==> src/rtl/score_stream_pkg.sv <==
// Shared types and defaults for the FC score streamer.
// Holds the state enum, default sizes and the saturation limits at the default width.
package score_stream_pkg;

    localparam int unsigned NUM_CLASS_DEF = 10;
    localparam int unsigned DATA_W_DEF    = 21;
    localparam int unsigned IDX_W_DEF     = 4;

    // Saturation limits at the default score width.
    localparam logic signed [DATA_W_DEF-1:0] SAT_MAX_DEF = {1'b0, {(DATA_W_DEF-1){1'b1}}};
    localparam logic signed [DATA_W_DEF-1:0] SAT_MIN_DEF = {1'b1, {(DATA_W_DEF-1){1'b0}}};

    typedef enum logic [0:0] {
        StAccum,
        StDrain
    } state_e;

endpackage

==> src/rtl/fc_score_streamer_if.sv <==
// Partial-sum input and score output handshake bundle.
// The master side is the producer of psums and the consumer of scores.
// The slave side is the streamer itself.
interface fc_score_streamer_if
    import score_stream_pkg::*;
#(
    parameter int unsigned DATA_W = DATA_W_DEF,
    parameter int unsigned IDX_W  = IDX_W_DEF
);

    logic signed [DATA_W-1:0] psum_in;
    logic        [IDX_W-1:0]  psum_idx;
    logic                     psum_valid;
    logic                     psum_last;
    logic                     psum_ready;
    logic                     out_en;
    logic signed [DATA_W-1:0] out_data;
    logic                     out_valid;

    modport master (
        output psum_in,
        output psum_idx,
        output psum_valid,
        output psum_last,
        output out_en,
        input  psum_ready,
        input  out_data,
        input  out_valid
    );

    modport slave (
        input  psum_in,
        input  psum_idx,
        input  psum_valid,
        input  psum_last,
        input  out_en,
        output psum_ready,
        output out_data,
        output out_valid
    );

endinterface

==> src/rtl/score_acc_sat.sv <==
// Combinational score accumulator: DATA_W + DATA_W -> DATA_W.
// SCORE_SAT_EN defined: the result clamps to the signed range on overflow.
// SCORE_SAT_EN undefined: the result wraps (two's complement).
module score_acc_sat
    import score_stream_pkg::*;
#(
    parameter int unsigned DATA_W = DATA_W_DEF
) (
    input  logic signed [DATA_W-1:0] i_a,
    input  logic signed [DATA_W-1:0] i_b,
    output logic signed [DATA_W-1:0] o_sum
);

    logic signed [DATA_W-1:0] w_raw;

    assign w_raw = i_a + i_b;

`ifdef SCORE_SAT_EN
    logic w_ovf_pos;
    logic w_ovf_neg;

    // Overflow only when both operands share a sign and the result sign differs.
    assign w_ovf_pos = ~i_a[DATA_W-1] & ~i_b[DATA_W-1] &  w_raw[DATA_W-1];
    assign w_ovf_neg =  i_a[DATA_W-1] &  i_b[DATA_W-1] & ~w_raw[DATA_W-1];

    // Clamp to the most positive or most negative representable score.
    always_comb begin
        o_sum = w_raw;
        if (w_ovf_pos) begin
            o_sum = {1'b0, {(DATA_W-1){1'b1}}};
        end else if (w_ovf_neg) begin
            o_sum = {1'b1, {(DATA_W-1){1'b0}}};
        end
    end
`else
    assign o_sum = w_raw;
`endif

endmodule

==> src/rtl/fc_score_streamer.sv <==
// FC score streamer: accumulates final-layer partial sums per class, then streams
// NUM_CLASS scores in class order to the softmax stage.
// Optional feature: SCORE_SAT_EN selects saturating accumulation (see score_acc_sat).
module fc_score_streamer
    import score_stream_pkg::*;
#(
    parameter int unsigned NUM_CLASS = NUM_CLASS_DEF,
    parameter int unsigned DATA_W    = DATA_W_DEF,
    parameter int unsigned IDX_W     = IDX_W_DEF
) (
    input  logic                 i_clk,
    input  logic                 i_rst_n,
    fc_score_streamer_if.slave   bus,
    output logic                 o_frame_done,
    output logic                 o_idx_err
);

    state_e                   r_state;
    state_e                   w_state_next;
    logic signed [DATA_W-1:0] r_score [NUM_CLASS];
    logic        [IDX_W-1:0]  r_drain_idx;
    logic                     r_frame_done;
    logic                     r_idx_err;

    logic                     w_accept;
    logic                     w_drain_step;
    logic                     w_drain_end;
    logic                     w_drain_at_last;
    logic                     w_idx_ok;
    logic        [31:0]       w_idx_ext;
    logic        [IDX_W-1:0]  w_sel;
    logic signed [DATA_W-1:0] w_sum;

    // Zero-extend before comparing so NUM_CLASS = 2^IDX_W does not truncate.
    assign w_idx_ext       = {{(32-IDX_W){1'b0}}, bus.psum_idx};
    assign w_idx_ok        = (w_idx_ext < NUM_CLASS);
    assign w_sel           = w_idx_ok ? bus.psum_idx : '0;
    assign w_drain_at_last = (r_drain_idx == IDX_W'(NUM_CLASS - 1));

    score_acc_sat #(
        .DATA_W (DATA_W)
    ) u_acc (
        .i_a   (r_score[w_sel]),
        .i_b   (bus.psum_in),
        .o_sum (w_sum)
    );

    // State register.
    always_ff @(posedge i_clk) begin
        if (!i_rst_n) begin
            r_state <= StAccum;
        end else begin
            r_state <= w_state_next;
        end
    end

    // Next-state and per-cycle strobes.
    always_comb begin
        w_state_next = r_state;
        w_accept     = 1'b0;
        w_drain_step = 1'b0;
        w_drain_end  = 1'b0;
        unique case (r_state)
            StAccum: begin
                w_accept = bus.psum_valid;
                // An out-of-range last beat still closes the frame.
                if (bus.psum_valid && bus.psum_last) begin
                    w_state_next = StDrain;
                end
            end
            StDrain: begin
                w_drain_step = bus.out_en;
                if (bus.out_en && w_drain_at_last) begin
                    w_drain_end  = 1'b1;
                    w_state_next = StAccum;
                end
            end
            default: w_state_next = StAccum;
        endcase
    end

    // Score register file: accumulate in ACCUM, clear when the last score is consumed.
    always_ff @(posedge i_clk) begin
        if (!i_rst_n || w_drain_end) begin
            for (int k = 0; k < int'(NUM_CLASS); k++) begin
                r_score[k] <= '0;
            end
        end else if (w_accept && w_idx_ok) begin
            r_score[w_sel] <= w_sum;
        end
    end

    // Drain counter: advances on each consumed score, wraps to 0 at frame end.
    always_ff @(posedge i_clk) begin
        if (!i_rst_n || w_drain_end) begin
            r_drain_idx <= '0;
        end else if (w_drain_step) begin
            r_drain_idx <= r_drain_idx + IDX_W'(1);
        end
    end

    // Frame-done pulse and sticky index error.
    always_ff @(posedge i_clk) begin
        if (!i_rst_n) begin
            r_frame_done <= 1'b0;
            r_idx_err    <= 1'b0;
        end else begin
            r_frame_done <= w_drain_end;
            if (w_accept && !w_idx_ok) begin
                r_idx_err <= 1'b1;
            end
        end
    end

    assign bus.psum_ready = (r_state == StAccum);
    assign bus.out_valid  = (r_state == StDrain);
    // Registered-index mux; forced to 0 outside DRAIN so idle output stays clean.
    assign bus.out_data   = (r_state == StDrain) ? r_score[r_drain_idx] : '0;
    assign o_frame_done   = r_frame_done;
    assign o_idx_err      = r_idx_err;

endmodule

==> src/flat_wrapper.sv <==
// flat-port wrapper written by rule: the top's interface ports become plain ports
module fc_score_streamer_flat import score_stream_pkg::*;
#(
    parameter int unsigned NUM_CLASS = NUM_CLASS_DEF,
    parameter int unsigned DATA_W    = DATA_W_DEF,
    parameter int unsigned IDX_W     = IDX_W_DEF
)
  (i_clk, i_rst_n, o_frame_done, o_idx_err, bus_psum_in, bus_psum_idx, bus_psum_valid, bus_psum_last, bus_out_en, bus_psum_ready, bus_out_data, bus_out_valid);
  fc_score_streamer_if #(.DATA_W(DATA_W), .IDX_W(IDX_W)) bus_i ();
  input  logic i_clk;
  input  logic i_rst_n;
  output logic o_frame_done;
  output logic o_idx_err;
  input wire logic [$bits(bus_i.psum_in)-1:0] bus_psum_in;
  input wire logic [$bits(bus_i.psum_idx)-1:0] bus_psum_idx;
  input wire logic [$bits(bus_i.psum_valid)-1:0] bus_psum_valid;
  input wire logic [$bits(bus_i.psum_last)-1:0] bus_psum_last;
  input wire logic [$bits(bus_i.out_en)-1:0] bus_out_en;
  output wire logic [$bits(bus_i.psum_ready)-1:0] bus_psum_ready;
  output wire logic [$bits(bus_i.out_data)-1:0] bus_out_data;
  output wire logic [$bits(bus_i.out_valid)-1:0] bus_out_valid;
  assign bus_i.psum_in = bus_psum_in;
  assign bus_i.psum_idx = bus_psum_idx;
  assign bus_i.psum_valid = bus_psum_valid;
  assign bus_i.psum_last = bus_psum_last;
  assign bus_i.out_en = bus_out_en;
  assign bus_psum_ready = bus_i.psum_ready;
  assign bus_out_data = bus_i.out_data;
  assign bus_out_valid = bus_i.out_valid;
  fc_score_streamer #(.NUM_CLASS(NUM_CLASS), .DATA_W(DATA_W), .IDX_W(IDX_W)) u_core (.i_clk(i_clk), .i_rst_n(i_rst_n), .bus(bus_i), .o_frame_done(o_frame_done), .o_idx_err(o_idx_err));
endmodule
==> config.mk <==
export PLATFORM = sky130hd
export DESIGN_NAME = fc_score_streamer_flat
export DESIGN_NICKNAME = d
export VERILOG_FILES = /design/src/rtl/score_stream_pkg.sv /design/src/rtl/fc_score_streamer_if.sv /design/src/rtl/score_acc_sat.sv /design/src/rtl/fc_score_streamer.sv /design/src/flat_wrapper.sv
export SDC_FILE = /design/constraint.sdc
export NUM_CORES = 1
export LEC_CHECK = 0
export CAP_MARGIN = 20
export CORE_MARGIN = 1
export CORE_UTILIZATION = 45
export CTS_CLUSTER_DIAMETER = 120
export DETAILED_ROUTE_END_ITERATION = 10
export REMOVE_ABC_BUFFERS = 1
export SKIP_CTS_REPAIR_TIMING = 1
export SLEW_MARGIN = 40
export SYNTH_ARGS = -nofsm -noshare
export SYNTH_HDL_FRONTEND = slang
export SYNTH_HIERARCHICAL = 1
export SYNTH_SLANG_ARGS = --single-unit
==> constraint.sdc <==
create_clock -name i_clk -period 4.75 [get_ports i_clk]
set_input_delay 1.1875 -clock i_clk [delete_from_list [all_inputs] [get_ports i_clk]]
set_output_delay 1.1875 -clock i_clk [all_outputs]
set_load 0.02 [all_outputs]
==> flow_metrics.env <==
export IMPL_run_status="completed"
export IMPL_via_count=12128
export IMPL_end_kind="register"
export IMPL_fill_cells=3249
export IMPL_clk_pin_slew_ns=0.06
export IMPL_fin_nets=1651
export IMPL_min_period_over_period=0.944
export IMPL_cts_root_buf="clkbuf_16"
export IMPL_placed_cells=2068
export IMPL_grt_total_usage=0.259
export IMPL_dpl_cell_area_um2=19900
export IMPL_cts_tree="done"
export IMPL_synth_seq_cells=347
export IMPL_gp_congestion=0.903
export IMPL_io_buffers=54
export IMPL_grt_max_degree=45
export IMPL_die_h_um=199
export IMPL_avgRoutedWirePerCell_um=23.3
export IMPL_drtIter0Drc=1045
export IMPL_total_power_mw=7.85
export IMPL_viasPerCell=5.67
export IMPL_path_cells="clkdlybuf4s50_1 > buf_4 > a21boi_4 > buf_4 > a221o_1 > a21oi_1 > o31ai_1 > buf_4 > ha_1 > and3_1 > and4_1 > a22oi_2 > nand2_2 > a221oi_2 > xnor2_1 > nand2_1 > buf_12 > nor2_1"
export IMPL_fmax_mhz=223
export IMPL_drt_pass1_iterations=5
export IMPL_whs_ns=0.475
export IMPL_finalMaxSlewViolations=0
export IMPL_drc=0
export IMPL_peakVddDrop_v=0.000262
export IMPL_final_area_um2=21300
export IMPL_max_cap_violations=0
export IMPL_numCtsBuffers=39
export IMPL_antenna_found_initial=0
export IMPL_syn_area_um2=17500
export IMPL_setup_viol=0
export IMPL_power_leakage_nw=7.95
export IMPL_fin_setup_tns_ns=0
export IMPL_cp_required_ns=5.15
export IMPL_clk_latency_ns=0.56
export IMPL_crit_fanout=11
export IMPL_period_minus_slack_ns=4.49
export IMPL_rsz0062_at_grt="false"
export IMPL_die_w_um=199
export IMPL_fin_util=0.560
export IMPL_async_flop_share=0
export IMPL_syn_avg_cell_area_um2=13.2
export IMPL_cp_start_kind="input port"
export IMPL_p_per_area_nw_per_um2=369
export IMPL_core_area_um2=38000
export IMPL_overflow=0
export IMPL_row_count=71
export IMPL_worst_slack_ns=0.264
export IMPL_relSlewSlack=0.576
export IMPL_syn_to_final_growth_pct=21.4
export IMPL_final_hold_violation_count=0
export IMPL_drive_above_1_share=0.204
export IMPL_postSynthCellCount=1326
export IMPL_ys_warn_count=6
export IMPL_synth_edf_count=336
export IMPL_pre_cts_slack_ns=-0.260
export IMPL_synth_cell_type_count=66
export IMPL_tightest_slew_ns=0.634
export IMPL_cts_sinks=347
export IMPL_worst_path_largest_cell_delay_ns=0.40
export IMPL_ys_flop_type="edfxtp_1"
export IMPL_cts_buffer_depth=3
export IMPL_htree_levels=2
export IMPL_io_pins=55
export IMPL_postRouteAntennaNets=0
export IMPL_layoutNonFillerInstCount=2140
export IMPL_crit_top_cell="buf_4"
export IMPL_crit_path_top_delay_cell="clkdlybuf4s50_1"
export IMPL_critPathArrivalTime_ns=4.89
export IMPL_initial_utilization=0.461
export IMPL_ys_seq_area_frac=0.588
export IMPL_skew_ns=0.0205
export IMPL_finalWirelength_um=49900
export IMPL_dieArea_um2=39700
export IMPL_criticalPathCategory="input port to register"
export IMPL_grt_pass1_vias=12144
export IMPL_dpl_hpwl_um=33300
export IMPL_min_path_type="register to register"
export IMPL_grt_pass1_wl_um=74300
[where the power goes]
group	total, mW	internal, mW	switching, mW
Clock	3.18	1.97	1.21
Combinational	1.06	0.462	0.599
Sequential	3.61	3.53	0.0769
Total	7.85	5.96	1.89
[cell usage after synthesis (5+ instances only)]
master | number | share of area
mux2i_1 | 81 | 0.046
dfxtp_1 | 11 | 0.013
nor2b_1 | 14 | 0.0050
mux2_2 | 20 | 0.013
clkbuf_1 | 29 | 0.0062
and2_1 | 26 | 0.0093
ha_1 | 22 | 0.016
a21o_1 | 7 | 0.0030
nand4_1 | 15 | 0.0054
inv_1 | 47 | 0.010
o311a_1 | 18 | 0.010
nand3_1 | 8 | 0.0023
o22ai_1 | 9 | 0.0032
buf_4 | 8 | 0.0034
edfxtp_1 | 336 | 0.58
a221oi_1 | 21 | 0.010
nor2_2 | 20 | 0.0071
buf_6 | 5 | 0.0032
and3_1 | 5 | 0.0018
nor2_1 | 186 | 0.040
a211oi_1 | 6 | 0.0026
mux4_2 | 72 | 0.093
nand2_1 | 96 | 0.021
o211ai_1 | 15 | 0.0064
a32oi_1 | 9 | 0.0045
buf_1 | 7 | 0.0015
o21ai_0 | 29 | 0.0083
nand2b_1 | 5 | 0.0018
a21oi_1 | 42 | 0.012
a22oi_1 | 36 | 0.015
nand3b_1 | 5 | 0.0021
xor2_1 | 10 | 0.0050
xnor2_1 | 11 | 0.0055
buf_2 | 44 | 0.013
a221o_1 | 6 | 0.0034
[area by class of cell]
type                            count  area (um2)  share of cell area
Timing Repair Buffer              200        1770              0.0830
Clock inverter                     20         268              0.0126
Multi-Input combinational cell    963        7040               0.331
Clock buffer                       51        1070              0.0504
Sequential cell                   347       10300               0.485
Inverter                           47         176             0.00829
Antenna cell                        1        2.50            0.000118
Tap cell                          511         639              0.0300
[flip-flops by register name, indices dropped and copies added (netlist names), named ones only]
name and flops:
u_core/r_score 336, u_core/r_drain_idx 4, u_core/bus.out_valid 1, u_core/o_frame_done 1, u_core/o_idx_err 1
[placed cells by master (no fill, tap or decap), types with 15 or more instances in the layout]
master           Yosys  layout
nand2_1             96      96
o211ai_1            15      15
a221oi_1            21      21
o21ai_0             29      29
mux4_2              72      72
mux2_2              20      20
ha_1                22      22
mux2i_1             81      81
buf_4                8     136
edfxtp_1           336     336
inv_1               47      47
clkbuf_16            0      41
o311a_1             18      18
nor2_2              20      22
nor2_1             186     184
nand4_1             15      15
a21oi_1             42      42
and2_1              26      26
conb_1               1     126
clkdlybuf4s50_1      0      52
a22oi_1             36      36
[worst paths after layout]
path | from | to | slack [ns] | depth (start not counted)
hold / removal | u_core/o_idx_err$_SDFFE_PN0P_ | u_core/o_idx_err$_SDFFE_PN0P_ | 0.47 | 1
setup reg to reg | u_core/r_score[7][0]$_SDFFCE_PN0P_ | u_core/r_score[7][20]$_SDFFCE_PN0P_ | 1.25 | 15
setup / recovery | bus_psum_idx[3] | u_core/r_score[0][17]$_SDFFCE_PN0P_ | 0.26 | 18
hold reg to reg | u_core/o_idx_err$_SDFFE_PN0P_ | u_core/o_idx_err$_SDFFE_PN0P_ | 0.47 | 1
[worst max-delay path: cells and delay by family]
kind	cells	cell delay, ns
XOR/XNOR	1	0.19
adder cells (fa/ha/maj)	1	0.24
AO/OA/AOI/OAI	6	1.27
buffers and inverters	5	1.19
AND/OR/NAND/NOR	5	0.80
[routing by layer]
layer	track usage	routed length, um	share of wire
met4	0.107	1840	0.037
met5	0	0	0
met1	0.342	20400	0.41
met2	0.429	24100	0.48
met3	0.0390	3590	0.072
[cells by family (layout without fill, tap and decap cells)]
group / Yosys count / after routing / synth area share
adder cells (fa/ha/maj): 23 / 23 / 0.0168
flip-flops: 347 / 347 / 0.588
AND/OR/NAND/NOR: 393 / 393 / 0.101
multiplexers: 174 / 174 / 0.152
AO/OA/AOI/OAI: 226 / 226 / 0.0932
XOR/XNOR: 21 / 21 / 0.0105
buffers and inverters: 141 / 318 / 0.0380
other: 1 / 127 / 0.000214
Note: power is estimated with default switching activity, not from simulation.
